===== config.mk =====
export PLATFORM = sky130hd
export DESIGN_NAME = tug_referee_flat
export DESIGN_NICKNAME = d
export VERILOG_FILES = /design/src/rtl/tug_referee_if.sv /design/src/rtl/tug_referee.sv /design/src/flat_wrapper.sv
export SDC_FILE = /design/constraint.sdc
export NUM_CORES = 1
export LEC_CHECK = 0
export CAP_MARGIN = 15
export CORE_UTILIZATION = 55
export CTS_CLUSTER_DIAMETER = 40
export DETAILED_ROUTE_END_ITERATION = 10
export GPL_TIMING_DRIVEN = 1
export PLACE_DENSITY = 0.84
export SLEW_MARGIN = 15
export SYNTH_ARGS = -nofsm -noshare
export SYNTH_HDL_FRONTEND = slang
export SYNTH_SLANG_ARGS = --single-unit

===== constraint.sdc =====
create_clock -name clk -period 3.1 [get_ports clk]
set_input_delay 0.465 -clock clk [delete_from_list [all_inputs] [get_ports clk]]
set_output_delay 0.465 -clock clk [all_outputs]
set_load 0.02 [all_outputs]

===== src/rtl/tug_referee_if.sv =====
// ---------------------------------------------------------------------------
// tug_referee_if
// Bundles the playfield-facing signals of the tug-of-war referee.
//   key_l / key_r : player key levels, synchronized to clk, 1 = pressed
//   led[9:1]      : current playfield lights, led[9] is the leftmost
//   L / R         : one-cycle move pulses toward the left / right
//   field_reset   : one-cycle pulse that clears the playfield
//   winner        : 00 none, 01 right, 10 left
//   score_l/_r    : per-player scores
//   match_over    : high once a player has reached the target score
// master = key/playfield side, slave = referee.
// ---------------------------------------------------------------------------
interface tug_referee_if #(
  parameter int SCORE_W = 3
);
  logic               key_l;
  logic               key_r;
  logic [9:1]         led;
  logic               L;
  logic               R;
  logic               field_reset;
  logic [1:0]         winner;
  logic [SCORE_W-1:0] score_l;
  logic [SCORE_W-1:0] score_r;
  logic               match_over;

  modport master (
    output key_l, key_r, led,
    input  L, R, field_reset, winner, score_l, score_r, match_over
  );

  modport slave (
    input  key_l, key_r, led,
    output L, R, field_reset, winner, score_l, score_r, match_over
  );
endinterface


===== src/rtl/tug_referee.sv =====
// ---------------------------------------------------------------------------
// tug_referee
// Round and match controller for the 9-LED tug-of-war playfield. Converts
// key presses into arbitrated single-cycle move pulses, detects a win when a
// player presses while the light sits on their end, keeps scores, displays
// the winner for HOLD_CYCLES, clears the field, and stops at SCORE_MAX.
// Ports:
//   clk   : system clock
//   reset : synchronous active-high reset
//   bus   : tug_referee_if.slave (keys, led in; L, R, field_reset, winner,
//           score_l, score_r, match_over out; all outputs registered)
// ---------------------------------------------------------------------------
module tug_referee #(
  parameter int HOLD_CYCLES = 50000000,
  parameter int SCORE_W     = 3,
  parameter int SCORE_MAX   = 7
) (
  input  logic          clk,
  input  logic          reset,
  tug_referee_if.slave  bus
);

  localparam int CNT_W = (HOLD_CYCLES > 1) ? $clog2(HOLD_CYCLES) : 1;
  localparam logic [CNT_W-1:0]   CNT_LAST  = CNT_W'(HOLD_CYCLES - 1);
  localparam logic [SCORE_W-1:0] SCORE_TOP = SCORE_W'(SCORE_MAX);

  localparam logic [1:0] WIN_NONE  = 2'b00;
  localparam logic [1:0] WIN_RIGHT = 2'b01;
  localparam logic [1:0] WIN_LEFT  = 2'b10;

  typedef enum logic [1:0] {
    ST_PLAY,
    ST_HOLD,
    ST_CLEAR,
    ST_OVER
  } state_e;

  state_e             state_q,       state_d;
  logic [CNT_W-1:0]   cnt_q,         cnt_d;
  logic               key_l_q,       key_l_d;
  logic               key_r_q,       key_r_d;
  logic               l_q,           l_d;
  logic               r_q,           r_d;
  logic               field_reset_q, field_reset_d;
  logic [1:0]         winner_q,      winner_d;
  logic [SCORE_W-1:0] score_l_q,     score_l_d;
  logic [SCORE_W-1:0] score_r_q,     score_r_d;
  logic               match_over_q,  match_over_d;

  logic press_l;
  logic press_r;

  // Only the two end lights decide a win; the middle of the field is ignored.
  logic unused_led_mid;
  assign unused_led_mid = ^bus.led[8:2];

  assign press_l = bus.key_l & ~key_l_q;
  assign press_r = bus.key_r & ~key_r_q;

  // NOTE: every signal written here gets a default first, so no path can
  // leave it unassigned and infer a latch.
  always_comb begin
    state_d       = state_q;
    cnt_d         = cnt_q;
    key_l_d       = bus.key_l;
    key_r_d       = bus.key_r;
    l_d           = 1'b0;
    r_d           = 1'b0;
    field_reset_d = 1'b0;
    winner_d      = winner_q;
    score_l_d     = score_l_q;
    score_r_d     = score_r_q;
    match_over_d  = match_over_q;

    unique case (state_q)
      ST_PLAY: begin
        // A simultaneous press by both players is a tie and is dropped.
        if (press_l && !press_r) begin
          if (bus.led[9]) begin
            score_l_d = score_l_q + 1'b1;
            winner_d  = WIN_LEFT;
            if (score_l_d == SCORE_TOP) begin
              state_d      = ST_OVER;
              match_over_d = 1'b1;
            end else begin
              state_d = ST_HOLD;
              cnt_d   = '0;
            end
          end else begin
            l_d = 1'b1;
          end
        end else if (press_r && !press_l) begin
          if (bus.led[1]) begin
            score_r_d = score_r_q + 1'b1;
            winner_d  = WIN_RIGHT;
            if (score_r_d == SCORE_TOP) begin
              state_d      = ST_OVER;
              match_over_d = 1'b1;
            end else begin
              state_d = ST_HOLD;
              cnt_d   = '0;
            end
          end else begin
            r_d = 1'b1;
          end
        end
      end

      ST_HOLD: begin
        // field_reset is raised on entry so it is high throughout CLEAR.
        if (cnt_q == CNT_LAST) begin
          state_d       = ST_CLEAR;
          field_reset_d = 1'b1;
        end else begin
          cnt_d = cnt_q + 1'b1;
        end
      end

      ST_CLEAR: begin
        winner_d = WIN_NONE;
        cnt_d    = '0;
        state_d  = ST_PLAY;
      end

      ST_OVER: begin
        // Terminal until reset: everything holds, the field is left as is.
      end

      default: state_d = ST_PLAY;
    endcase
  end

  // NOTE: state is updated with non-blocking assignments so every flop
  // samples the pre-edge values, independent of statement order.
  always_ff @(posedge clk) begin
    if (reset) begin
      state_q       <= ST_PLAY;
      cnt_q         <= '0;
      // Loading the live key levels means a key held through reset is not
      // seen as a fresh press.
      key_l_q       <= bus.key_l;
      key_r_q       <= bus.key_r;
      l_q           <= 1'b0;
      r_q           <= 1'b0;
      field_reset_q <= 1'b0;
      winner_q      <= WIN_NONE;
      score_l_q     <= '0;
      score_r_q     <= '0;
      match_over_q  <= 1'b0;
    end else begin
      state_q       <= state_d;
      cnt_q         <= cnt_d;
      key_l_q       <= key_l_d;
      key_r_q       <= key_r_d;
      l_q           <= l_d;
      r_q           <= r_d;
      field_reset_q <= field_reset_d;
      winner_q      <= winner_d;
      score_l_q     <= score_l_d;
      score_r_q     <= score_r_d;
      match_over_q  <= match_over_d;
    end
  end

  assign bus.L           = l_q;
  assign bus.R           = r_q;
  assign bus.field_reset = field_reset_q;
  assign bus.winner      = winner_q;
  assign bus.score_l     = score_l_q;
  assign bus.score_r     = score_r_q;
  assign bus.match_over  = match_over_q;

endmodule


===== src/flat_wrapper.sv =====
// flat-port wrapper written by rule: the top's interface ports become plain ports
module tug_referee_flat 
#(
  parameter int HOLD_CYCLES = 50000000,
  parameter int SCORE_W     = 3,
  parameter int SCORE_MAX   = 7
)
  (clk, reset, bus_key_l, bus_key_r, bus_led, bus_L, bus_R, bus_field_reset, bus_winner, bus_score_l, bus_score_r, bus_match_over);
  tug_referee_if #(.SCORE_W(SCORE_W)) bus_i ();
  input  logic clk;
  input  logic reset;
  input wire logic [$bits(bus_i.key_l)-1:0] bus_key_l;
  input wire logic [$bits(bus_i.key_r)-1:0] bus_key_r;
  input wire logic [$bits(bus_i.led)-1:0] bus_led;
  output wire logic [$bits(bus_i.L)-1:0] bus_L;
  output wire logic [$bits(bus_i.R)-1:0] bus_R;
  output wire logic [$bits(bus_i.field_reset)-1:0] bus_field_reset;
  output wire logic [$bits(bus_i.winner)-1:0] bus_winner;
  output wire logic [$bits(bus_i.score_l)-1:0] bus_score_l;
  output wire logic [$bits(bus_i.score_r)-1:0] bus_score_r;
  output wire logic [$bits(bus_i.match_over)-1:0] bus_match_over;
  assign bus_i.key_l = bus_key_l;
  assign bus_i.key_r = bus_key_r;
  assign bus_i.led = bus_led;
  assign bus_L = bus_i.L;
  assign bus_R = bus_i.R;
  assign bus_field_reset = bus_i.field_reset;
  assign bus_winner = bus_i.winner;
  assign bus_score_l = bus_i.score_l;
  assign bus_score_r = bus_i.score_r;
  assign bus_match_over = bus_i.match_over;
  tug_referee #(.HOLD_CYCLES(HOLD_CYCLES), .SCORE_W(SCORE_W), .SCORE_MAX(SCORE_MAX)) u_core (.clk(clk), .reset(reset), .bus(bus_i));
endmodule

==> metrics <==
most frequent cells in the layout 42 x dfxtp_1, 36 x nand2_1, 32 x nor2_1; Yosys warning count 0; post-DP HPWL 3620 microns; Filler cells 339; max cap viols 0; Worst Path Class, Setup primary input to flop; total CTS buffers 5; global-route wire length before repair approximately 8400 microns; antenna cells 0; Worst Hold Class flop to flop; Hold Startpoint u_core.bus.match_over; reg2reg path depth 7; hold buffer count at CTS 0; Final nets about 320; final core utilization around 64%; FP Rows 23; critical path fanouts, max 14; DR DRC count 0; Bufs on Longest Clock Path 2; #FFs+latches synth between 40 and 50; Period Utilization, post-route between 70% and 80%; CP endpoint kind flop; f_max approximately 0.42 GHz; CTS resizes 0; die outline width 67.6 microns; all-layer global routing usage about a quarter; P per Cell Area roughly 580 nW/um^2; post-synthesis sequential area ratio a little over a third; root cell of the clock tree clkbuf_8; Primary FF master, synth dfxtp_1; Required @ worst endpoint roughly 3.3 ns; Slew @ Worst Pin between 0.8 and 0.9 ns; syn avg cell area between 8 and 9 sq um; crit path from bus_key_l; Final min period 2.39 ns; Hold Crit Depth 2; run status finished clean; full die area approximately 4600 sq um; Hold Fails Final Rpt 0; Cell Chain, Critical Path clkdlybuf4s50_1 > nor2b_4 > nand3_1 > a31o_2 > nor3b_4 > buf_4 > a311oi_1; setup slack, reg-to-reg slightly above 0.8 ns; Routed Antenna Nets 0; vias in the first global route about 1800; static leakage 0.834 nW; most common cell after layout, fill and taps aside dfxtp_1; Routed WL per cell between 10 and 15 microns; Peak VDD IR between 0.2 and 0.3 mV; syn_nets slightly above 300; Port-buffer cells 17; clk_skew about 0.0062 ns; Post-Syn Instances approximately 280; Arrival @ worst endpoint 2.55 ns; area of the multi-input gates ~1400 sq um; crit path launch type primary input; ys async rst share 0%; unrepaired setup endpoints after global routing no; Post-synth EDFFs 0; Setup-failing EPs final 0; share of cells above drive strength 1 between 8 and 9%; Area Growth Syn to Fin 9.99%; CTS tree built; die height around 68 microns; post-CTS setup buffers 0; # clock sinks 42; Vias per Instance 6.15; drt pass-1 iters 4; I/O pin cnt 25; Distinct cells, synth 54; setup total negative slack 0 ns; vias about 2200; Syn Std Cell Area between 2000 and 2500 sq um; Critical-path top delay cell nor3b_4; RR Startpoint u_core.cnt_q[0]; largest net degree at the start of global routing 23; Worst-path clk slew about 0.080 ns; worst hold endpoint u_core.bus.match_over; htree depth 2; Design Area, Final 2600 sq um; total gr overflow 0; Total Routed Length 5100 microns; CP peak stage delay ~0.6 ns; Storage cell area around 840 sq um; Initial Util 58.3%; RePlAce Congestion slightly below 0.9; Worst-Skew Late Latency 0.29 ns; initial drt markers between 150 and 200; Placed Area 2510 sq um; Worst R2R End u_core.cnt_q[16]; Max transition margin 46.3%; core area ~4000 sq um; antenna violations before repair 0; Final Slew Violations 0
## logic make-up after synthesis
group,count (synthesis),share of synthesized area [%]
mux,1,0.423
xor+xnor,6,2.22
buf+inv,22,6.55
compound gates,68,20.0
flops,42,35.5
simple gates,136,30.5
fa+ha+maj,9,4.76
## report_power, final
group / switching [mW] / leakage [nW] / internal, mW / total (mW)
registers: 0.0209 / 0.340 / 0.566 / 0.587
logic: 0.361 / 0.445 / 0.202 / 0.564
clock network: 0.181 / 0.0482 / 0.180 / 0.360
total: 0.563 / 0.834 / 0.948 / 1.51
## worst max-delay path: cells and delay by family
family	cells	cell delay, ns
AND/OR/NAND/NOR	3	0.92
AO/OA/AOI/OAI	2	0.42
buffers and inverters	2	0.75
## through the flow
stage / setup slack [ns] / total power [mW] / hold slack [ns] / instances
final: 0.708 / 1.51 / 0.491 / 350
after global routing: 0.584 / 1.60 / 0.516 / 350
after CTS: 0.726 / 1.51 / 0.491 / 350
after detailed placement: 0.414 / 1.15 / 0.479 / 342
after global placement: 0.461 / 1.14 / 0.470 / 342
after floorplan: 1.14 / 1.03 / 0.437 / 284
## synth_stat cells, drive strengths merged, types with 2 or more instances
cell / instances / share of area (%)
nor2: 32 / 5.1
or3: 2 / 0.74
buf: 5 / 1.9
o31ai: 2 / 0.63
nand2: 36 / 5.7
and3: 3 / 0.85
and2: 3 / 0.90
nor3b: 2 / 1.1
nor3: 6 / 1.5
ha: 9 / 4.8
a211oi: 3 / 0.95
dfxtp: 42 / 36
nor2b: 3 / 1.1
nand3: 17 / 3.6
a21oi: 16 / 3.4
nor4b: 2 / 0.74
nand4: 9 / 2.4
nand2b: 6 / 1.6
inv: 8 / 1.3
xnor2: 2 / 0.74
xor2: 4 / 1.5
clkbuf: 8 / 3.0
a311oi: 15 / 5.5
and4: 2 / 0.74
nand3b: 2 / 0.63
a31oi: 4 / 1.1
a41oi: 6 / 2.2
a32oi: 2 / 0.74
nor4: 4 / 1.3
o21ai: 12 / 2.5
nand4b: 4 / 1.5
## state kept, by name (all words and copies together) (netlist names)
name                    flops
u_core.bus.match_over       1
u_core.key_r_q              1
u_core.bus.L                1
u_core.bus.field_reset      1
u_core.key_l_q              1
u_core.bus.score_r          3
u_core.state_q              2
u_core.bus.winner           2
u_core.bus.score_l          3
u_core.bus.R                1
u_core.cnt_q               26
## area by class of cell
| class | count | area share, % |
|---|---|---|
| Clock buffer | 7 | 3.32 |
| Inverter | 8 | 1.15 |
| Sequential cell | 42 | 32.3 |
| Tap cell | 50 | 2.40 |
| Timing Repair Buffer | 22 | 7.98 |
| Clock inverter | 1 | 0.192 |
| Multi-Input combinational cell | 220 | 52.7 |
## how the worst max path moves through the flow
| stage | end | slack [ns] | cells after the start |
|---|---|---|---|
| finish | u_core.cnt_q[16] | 0.71 | 7 |
| detailed placement | u_core.cnt_q[7] | 0.41 | 7 |
| CTS | u_core.cnt_q[11] | 0.73 | 7 |
| global route | u_core.cnt_q[7] | 0.58 | 7 |
| floorplan | u_core.cnt_q[12] | 1.14 | 7 |
| global placement | u_core.cnt_q[21] | 0.46 | 7 |
## routing by layer
metal | track usage (%) | vias up | part of all wire (%) | wire (microns)
met4 | 9.31 | 0 | 1.5 | 74
met3 | 4.90 | 9 | 7.6 | 387
met1 | 36.6 | 978 | 48 | 2430
li1 | - | 1087 | - | -
met5 | 0 | - | 0 | 0
met2 | 33.5 | 78 | 43 | 2210
Note: power is estimated with default switching activity, not from simulation.
